===== src/rtl/mandelbrot_iter_ctrl.sv =====
// Escape-time sequencer for one pixel: latches c, clears z and feeds z back
// through an external combinational Mandelbrot ALU once per clock until escape or limit.
module mandelbrot_iter_ctrl #(
    parameter int WIDTH  = 8,
    parameter int ITER_W = 6
) (
    input  logic              clk,
    input  logic              rst,
    input  logic              in_valid,
    output logic              in_ready,
    input  logic [WIDTH-1:0]  in_cr,
    input  logic [WIDTH-1:0]  in_ci,
    input  logic [ITER_W-1:0] max_iter,
    output logic              out_valid,
    input  logic              out_ready,
    output logic [ITER_W-1:0] out_iter,
    output logic              out_escaped,
    output logic [WIDTH-1:0]  alu_cr,
    output logic [WIDTH-1:0]  alu_ci,
    output logic [WIDTH-1:0]  alu_zr,
    output logic [WIDTH-1:0]  alu_zi,
    input  logic [WIDTH-1:0]  alu_out_zr,
    input  logic [WIDTH-1:0]  alu_out_zi,
    input  logic              alu_size,
    input  logic              alu_overflow
);

    typedef enum logic [1:0] {
        S_IDLE = 2'd0,
        S_ITER = 2'd1,
        S_DONE = 2'd2
    } state_t;

    localparam logic [ITER_W-1:0] CNT_ONE = {{(ITER_W-1){1'b0}}, 1'b1};

    state_t            state_q;
    logic [WIDTH-1:0]  cr_q;
    logic [WIDTH-1:0]  ci_q;
    logic [WIDTH-1:0]  zr_q;
    logic [WIDTH-1:0]  zi_q;
    logic [ITER_W-1:0] cnt_q;
    logic [ITER_W-1:0] max_q;
    logic [ITER_W-1:0] iter_q;
    logic              esc_q;

    // Pixel sequencer: accept, iterate, present result; reset wins over everything.
    always_ff @(posedge clk) begin
        if (rst) begin
            state_q <= S_IDLE;
            cr_q    <= '0;
            ci_q    <= '0;
            zr_q    <= '0;
            zi_q    <= '0;
            cnt_q   <= '0;
            max_q   <= '0;
            iter_q  <= '0;
            esc_q   <= 1'b0;
        end else begin
            case (state_q)
                S_IDLE: begin
                    if (in_valid) begin
                        cr_q  <= in_cr;
                        ci_q  <= in_ci;
                        max_q <= max_iter;
                        zr_q  <= '0;
                        zi_q  <= '0;
                        cnt_q <= '0;
                        if (max_iter == '0) begin
                            state_q <= S_DONE;
                            iter_q  <= '0;
                            esc_q   <= 1'b0;
                        end else begin
                            state_q <= S_ITER;
                        end
                    end else begin
                        state_q <= S_IDLE;
                    end
                end
                S_ITER: begin
                    // Escape outranks the limit; z is frozen at the escaping value.
                    if (alu_size || alu_overflow) begin
                        state_q <= S_DONE;
                        iter_q  <= cnt_q;
                        esc_q   <= 1'b1;
                    end else if ((cnt_q + CNT_ONE) == max_q) begin
                        state_q <= S_DONE;
                        iter_q  <= max_q;
                        esc_q   <= 1'b0;
                    end else begin
                        zr_q  <= alu_out_zr;
                        zi_q  <= alu_out_zi;
                        cnt_q <= cnt_q + CNT_ONE;
                    end
                end
                S_DONE: begin
                    if (out_ready) begin
                        state_q <= S_IDLE;
                    end else begin
                        state_q <= S_DONE;
                    end
                end
                default: begin
                    state_q <= S_IDLE;
                end
            endcase
        end
    end

    assign in_ready    = (state_q == S_IDLE);
    assign out_valid   = (state_q == S_DONE);
    assign out_iter    = iter_q;
    assign out_escaped = esc_q;
    assign alu_cr      = cr_q;
    assign alu_ci      = ci_q;
    assign alu_zr      = zr_q;
    assign alu_zi      = zi_q;

endmodule


===== config.mk =====
export PLATFORM = sky130hd
export DESIGN_NAME = mandelbrot_iter_ctrl
export DESIGN_NICKNAME = d
export VERILOG_FILES = /design/src/rtl/mandelbrot_iter_ctrl.sv
export SDC_FILE = /design/constraint.sdc
export NUM_CORES = 1
export LEC_CHECK = 0
export CORE_MARGIN = 4
export CORE_UTILIZATION = 30
export CTS_CLUSTER_DIAMETER = 40
export DETAILED_ROUTE_END_ITERATION = 8
export SYNTH_ARGS = -nofsm -noshare
export SYNTH_HDL_FRONTEND = slang
export SYNTH_SLANG_ARGS = --single-unit

===== constraint.sdc =====
create_clock -name clk -period 2.4 [get_ports clk]
set_input_delay 0.48 -clock clk [delete_from_list [all_inputs] [get_ports clk]]
set_output_delay 0.48 -clock clk [all_outputs]
set_load 0.05 [all_outputs]

# After elaboration in Yosys (flattened, before gate mapping)
# Cells that the tools add are included.
# word_totals
ff_bits	53
inputBits	44
out_inout_bits	41
# classes
add_sub_neg	1
n_eq_ne	8
n_mux	27
reduce_logical	7
# ops
cell	count
$mux 6	7
$mux 8	5
$pmux 8 s2	2
$pmux 6 s2	2
$mux 2	5
$reduce_and 4->1	2
$add 6x1->6 const B	1
$eq 6x6->1	1
$logic_not 6->1	1
$ne 2x2->1 const B	3
$pmux 2 s3	1
$mux 1	4
$ne 3x3->1 const B	1
$eq 2x1->1 const B	1
$eq 2x2->1 const B	1
$logic_not 2->1	1
$ne 2x1->1 const B	1
$pmux 1 s2	1
$reduce_and 2->1	1
$reduce_bool 2->1	1
$logic_or 1x1->1	1

# Longest topological paths before layout
# logic_depth
word_depth	5
depth_mapped	9
depth_no_buf	7

# Worst setup path before layout
# Ideal clock, no wire load.
# synth_path
kind	reg2reg
from	reg state_q[0]
to	reg ci_q[0] (netlist: alu_ci[0])
t_arrival_ps	1895
required_ps	2330
slack_ps	434
stages_incl_launch_ff	7
n_path_buf	2
synth_period_minus_slack_ps	1966
path_cell_list	dfxtp_1 > nor2_1 > and2_1 > clkbuf_1 > clkbuf_1 > nand2_1 > a21oi_1
# synth_via
elab_chain_len	2
# synth_rtl
element	line_no	rtl
start, declared	36	state_t state_q;
start signal, assigned	49	state_q <= S_IDLE;
start signal, assigned	69	state_q <= S_DONE;
start signal, assigned	73	state_q <= S_ITER;
$logic_not 2->1	n/a	
named net in_ready	10	output logic in_ready,
$reduce_and 2->1 (no line)	n/a	
end signal, assigned	63	ci_q <= in_ci;
end, declared	38	logic [WIDTH-1:0] ci_q;
# The timed path passes the listed nets, and every way through them passes these cells.
# A chain may end at the register's enable or synchronous reset.

# Final worst setup path
# layout_path
from	reg state_q[1]
to	out out_valid
# layout_via
elab_chain_len	1
# layout_rtl
element	line_no	rtl
$eq 2x2->1	110	assign out_valid = (state_q == S_DONE);
end, declared	14	output logic out_valid,
# Every way passes these cells.

==> run_results.csv <==
group,metric,value,unit
critical_path,worstReg2RegEnd,"cnt_q[5]$_SDFFE_PP0P_",
placement,pre_cts_slack,0.2120,ns
grt,grt_pass1_wl,11080,um
critical_path,cp.required,1.92,ns
run_status,status,"completed",
grt,grt_usage,0.1393,
cts,clkLatencyLatePin,0.31,ns
final_layout,drive_above_1_share,0.1038,
final_layout,syn_to_final_growth,46.28,%
synthesis,post_synth_num_cell_types,38,
critical_path,startpoint_type,"register",
synthesis,synthCells,283,
timing,layout_setup_ws,0.1124,ns
critical_path,critPathMaxFanout,6,
timing,tightest_slew,0.5150,ns
drt,vias,2293,
synthesis,synth-seq-area-share,0.4470,
timing,period_minus_slack,2.288,ns
timing,rsz0062_at_grt,"no",
synthesis,synthesis.nets,328,
critical_path,reg2reg_slack,0.21,ns
floorplan,die_x,96.95,um
floorplan,start_util,0.3072,
critical_path,worstPathArrival,1.81,ns
drt,wl_met3,335,um
critical_path,crit_path_top_delay_cell,"clkdlybuf4s50_1",
cts,clock_path_buffers,2,
final_layout,instances_no_fill,468,
placement,port_buffers,84,
timing,hold_slack,0.4614,ns
cts,cts_max_level,2,
grt,first_global_vias,2292,
drt,met1_length,3084,um
timing,clock_skew,0.01137,ns
critical_path,worstPathCellList,"nor2b_1 -> clkdlybuf4s50_1",
cts,cts_num_sinks,53,
min_path,hp-class,"reg -> reg",
drt,dr_wl_met2,3186,um
final_layout,final_nets,410,
drt,topRoutingLayerUsed,"met4",
grt,overflow,0,
timing,finalSetupTns,0,ns
critical_path,worst-r2r-cell-count,8,
min_path,hold_depth,2,
placement,placedInstanceArea,0.003367,mm2
cts,path_clk_slew,0.10,ns
floorplan,placementRows,32,
synthesis,netlist_area,0.002374,mm2
timing,slew_headroom,0.6556,
timing,maxSlewViolCount,0,
cts,tritoncts,"built",
power,power_density,554.2,mW/mm2
cts,cts_buffers,5,
drt,wl,6685,um
timing,setup_viol,0,
min_path,min_from,"alu_ci[1]$_SDFFE_PP0P_",
cts,ctsHoldBuffers,0,
timing,period_share,0.9531,
synthesis,synth_edf_count,0,
floorplan,die_area,0.009399,mm2
critical_path,cp-end-kind,"primary output",
drt,wl_per_cell,14.28,um
synthesis,yosysWarnings,0,
synthesis,synth_seq_cells,53,
placement,dp.cells,460,
drt,drtIter0Drc,82,
floorplan,die_h,96.95,um
critical_path,r2r_start,"cnt_q[1]$_SDFFE_PP0P_",
timing,fmax,0.4371,GHz
synthesis,ys.flop_type,"dfxtp_1",
placement,dp.final_hpwl,4743,um
final_layout,nFillCells,773,
final_layout,stdcell_area,0.003472,mm2
cts,cts_root_buf,"clkbuf_8",
power,peakVddDrop,0.2764,mV
min_path,min_to,"alu_ci[1]$_SDFFE_PP0P_",
drt,ant_nets,0,
drt,firstDrtPassIters,4,
drt,viasPerCell,4.900,
grt,grt_max_degree,25,
cts,post_cts_buffers,0,
floorplan,io_pins,85,
synthesis,synth_area_per_cell,8.387,um2
timing,finalHoldViolCount,0,
grt,antenna_found_initial,0,
critical_path,path_class,"reg -> out",
power,p_leak,0.001262,uW
cts,cts_resized,0,
drt,route.detailed.drc,0,
critical_path,max_stage_delay,0.83,ns
placement,place_congestion,0.8469,
final_layout,diodes,0,
floorplan,core_area,0.007727,mm2
job,cap_violations,0,
synthesis,async_flop_share,0,
## layout by cell type (no fill, tap or decap), types with 4 or more instances in the layout
master / netlist / routed
xnor2_1: 4 / 4
a31oi_1: 4 / 4
buf_4: 1 / 14
mux2_2: 5 / 5
clkbuf_8: 0 / 7
clkdlybuf4s50_1: 0 / 83
a21oi_1: 47 / 47
nand3_1: 27 / 27
dfxtp_1: 53 / 53
nand4b_1: 18 / 18
nand2_1: 53 / 53
nor2_1: 8 / 7
a41o_1: 6 / 6
## flip-flops by register name, summed over array words and instances, names as in the netlist
signal       count
alu_ci           8
alu_cr           8
alu_zi           8
alu_zr           8
cnt_q            6
max_q            6
out_iter         6
state_q          2
out_escaped      1
## stage by stage
step                power [uW]  utilization
global placement          1383       0.4357
detailed placement        1385       0.4357
finish                    1924       0.4493
CTS                       1951       0.4493
floorplan                 1196            -
global route              2018       0.4493
## kinds of logic after synthesis
kind of cell,Yosys count,synth area share
mux,5,0.02372
flops,53,0.4470
simple gates,123,0.2694
xor+xnor,8,0.03269
compound gates,67,0.1703
fa+ha+maj,1,0.005271
buf+inv,26,0.05166
## synth_stat cells, types with 4 or more instances
master    number  area share
clkbuf_1      15       0.024
a31oi_1        4       0.011
nor2_1         8       0.013
nand3_1       27       0.057
mux2_2         5       0.024
buf_2          5       0.011
nand4b_1      18       0.066
dfxtp_1       53        0.45
nand2_1       53       0.084
a21oi_1       47       0.099
nor2b_1        4       0.011
xnor2_1        4       0.015
a41o_1         6       0.025
## metal layers
metal  vias to the layer above  track usage
met1                      1058       0.1863
met4                         0      0.03780
li1                       1167            -
met2                        62       0.2266
met5                         -            0
met3                         6      0.03028
## area by class of cell
| type | instances | area, um2 | share of cell area |
|---|---|---|---|
| multi-input cells | 204 | 1210 | 0.3485 |
| flip-flops and latches | 53 | 1061 | 0.3056 |
| repair buffers | 99 | 960.9 | 0.2768 |
| well taps | 102 | 127.6 | 0.03676 |
| clock buffers | 7 | 96.34 | 0.02775 |
| clock inverters | 1 | 8.758 | 0.002523 |
| inverters | 2 | 7.507 | 0.002162 |
## how the worst max path moves through the flow
stage | slack [ns] | endpoint | from
after floorplan | 0.43 | alu_ci[0]$_SDFFE_PP0P_ | state_q[0]$_SDFFE_PP0P_
after global placement | 0.28 | cnt_q[5]$_SDFFE_PP0P_ | cnt_q[1]$_SDFFE_PP0P_
after detailed placement | 0.21 | alu_zi[2]$_SDFFE_PP0P_ | cnt_q[1]$_SDFFE_PP0P_
after CTS | 0.11 | out_valid | state_q[1]$_SDFFE_PP0P_
after global routing | 0.02 | out_valid | state_q[1]$_SDFFE_PP0P_
final | 0.11 | out_valid | state_q[1]$_SDFFE_PP0P_
## power breakdown
group / switching, uW / leakage (uW) / internal (uW)
registers: 24.9 / 0.000431 / 913
logic: 247 / 0.000776 / 177
clock network: 295 / 0.0000549 / 267
total: 567 / 0.00126 / 1360
## critical path, delay by kind of cell, from the launching register on
family | cells | cell delay, ns
flip-flops | 1 | 0.46
AND/OR/NAND/NOR | 1 | 0.21
buffers and inverters | 1 | 0.83
(Power assumes the default switching activity.)
==> RTL edit (same settings) <==
Set the parameter `WIDTH` to 9 (it was 8).
--- a/src/rtl/mandelbrot_iter_ctrl.sv
+++ b/src/rtl/mandelbrot_iter_ctrl.sv
@@ -2,5 +2,5 @@
 // through an external combinational Mandelbrot ALU once per clock until escape or limit.
 module mandelbrot_iter_ctrl #(
-    parameter int WIDTH  = 8,
+    parameter int WIDTH  = 9,
     parameter int ITER_W = 6
 ) (
Interface: changed (8 resized); port bits go from 85 to 93. No check against the original RTL was run, so the function may have changed too.
==> RTL edit against the original RTL <==
- die area rose by 10%
- sequential cell count rose by 4
- largest cell class unchanged
- total power increased by 21%
- routed wire length grew 4.8%
- synthesized cell count is 12% higher
- final area grew 11%
- synthesized area is 11% higher
- via count up 4.3%
- worst setup slack better by 0.022 ns
==> RTL edit: results (changes against the original RTL) <==
| Metric | Value |
|---|---|
| DR WL/cell | `13.53 µm (-5.3%)` |
| Post-synthesis mux area share | `0.1108 (+0.08707)` |
| Placed insts | `501 (+8.9%)` |
| CP arrival | `1.79 ns (-0.02 ns)` |
| Nets | `458 (+12%)` |
| DPL Wire Length | `4848 µm (+2.2%)` |
| Synth area leaders | `dfxtp_1 43%, nand2_1 13%, mux2_2 11%` |
| Worst-Skew Late Latency | `0.33 ns (+0.02 ns)` |
| Area after DPL | `0.003630 mm² (+7.8%)` |
| Dpl ws | `0.1181 ns (-0.09384 ns)` |
| First-pass GRT wire length | `10960 µm (-1.1%)` |
| Register area share after synthesis | `0.4318 (-0.01520)` |
| R2r endpoint | `cnt_q[4]` |
| Worst-Margin Slew | `0.5556 ns (+0.04058 ns)` |
| Fin Clk Skew | `0.007062 ns (-0.004310 ns)` |
| Worst hold start | `alu_ci[8]` |
| Port buffer count | `92 (+9.5%)` |
| FF-to-FF path depth | `9 (+1)` |
| Outcome | `finished, final reports clean` |
| Pleak | `1.441 nW (+14%)` |
| Syn nets | `366 (+12%)` |
| Worst r2r src | `cnt_q[0]` |
| Clk slew on worst S/H paths | `0.06 ns (-0.04 ns)` |
| Unique cell type count in the Yosys netlist | `36 (-5.3%)` |
| Htree depth | `3 (+1)` |
-- RTL edit: cell type report --
| type | instances | area (µm²) |
|---|---|---|
| fill | 823 | 4517 |
| timing repair buffer | 105 | 1044 |
| clock inverter | 3 | 40.04 |
| sequential | 57 | 1142 |
| clock buffer | 12 | 155.1 |
| tap | 105 | 131.4 |
| inverter | 1 | 3.754 |
| multi-input combinational | 235 | 1349 |
-- RTL edit: cells by family after synthesis --
logic type	Yosys count
buffers and inverters	25
DFF	57
AOI/OAI and AO/OA	52
xor gates and xnor gates	8
adders and majority gates	1
muxes	26
and+or+nand+nor	148
-- RTL edit: timing repair --
action,CTS,global route
endpoints found under the hold margin,0,0
buffers inserted,0,1
setup endpoints to repair,0,28
resized for setup,0,4
-- RTL edit: per-layer routing --
metal	vias to the layer above	track usage	routed length [µm]
li1	1245	-	-
met1	1099	0.1732	3238
met2	41	0.2153	3387
met3	7	0.02662	280
met4	0	0.05449	102
met5	-	0	0
-- RTL edit: power breakdown --
group	leakage, nW	switching (W)	internal (W)
clock network	0.102	0.000372	0.000527
registers	0.464	0.0000217	0.000980
logic	0.875	0.000241	0.000177
-- RTL edit: worst max-delay path by stage --
| stage | startpoint | endpoint | slack, ns | cells past startpoint |
|---|---|---|---|---|
| after floorplan | cnt_q[0] | alu_zi[0] | 0.24 | 8 |
| after global placement | alu_overflow | cnt_q[3] | 0.12 | 6 |
| after detailed placement | cnt_q[1] | alu_zr[0] | 0.12 | 8 |
| after CTS | cnt_q[1] | alu_zr[0] | 0.10 | 8 |
| after global routing | cnt_q[0] | cnt_q[3] | 0.02 | 9 |
| final | state_q[1] | out_valid | 0.13 | 2 |
-- RTL edit: critical path, stage by stage, from the launching register on --
cell and delay [ns]:
dfxtp_1 0.41, nor2b_1 0.22, clkdlybuf4s50_1 0.83
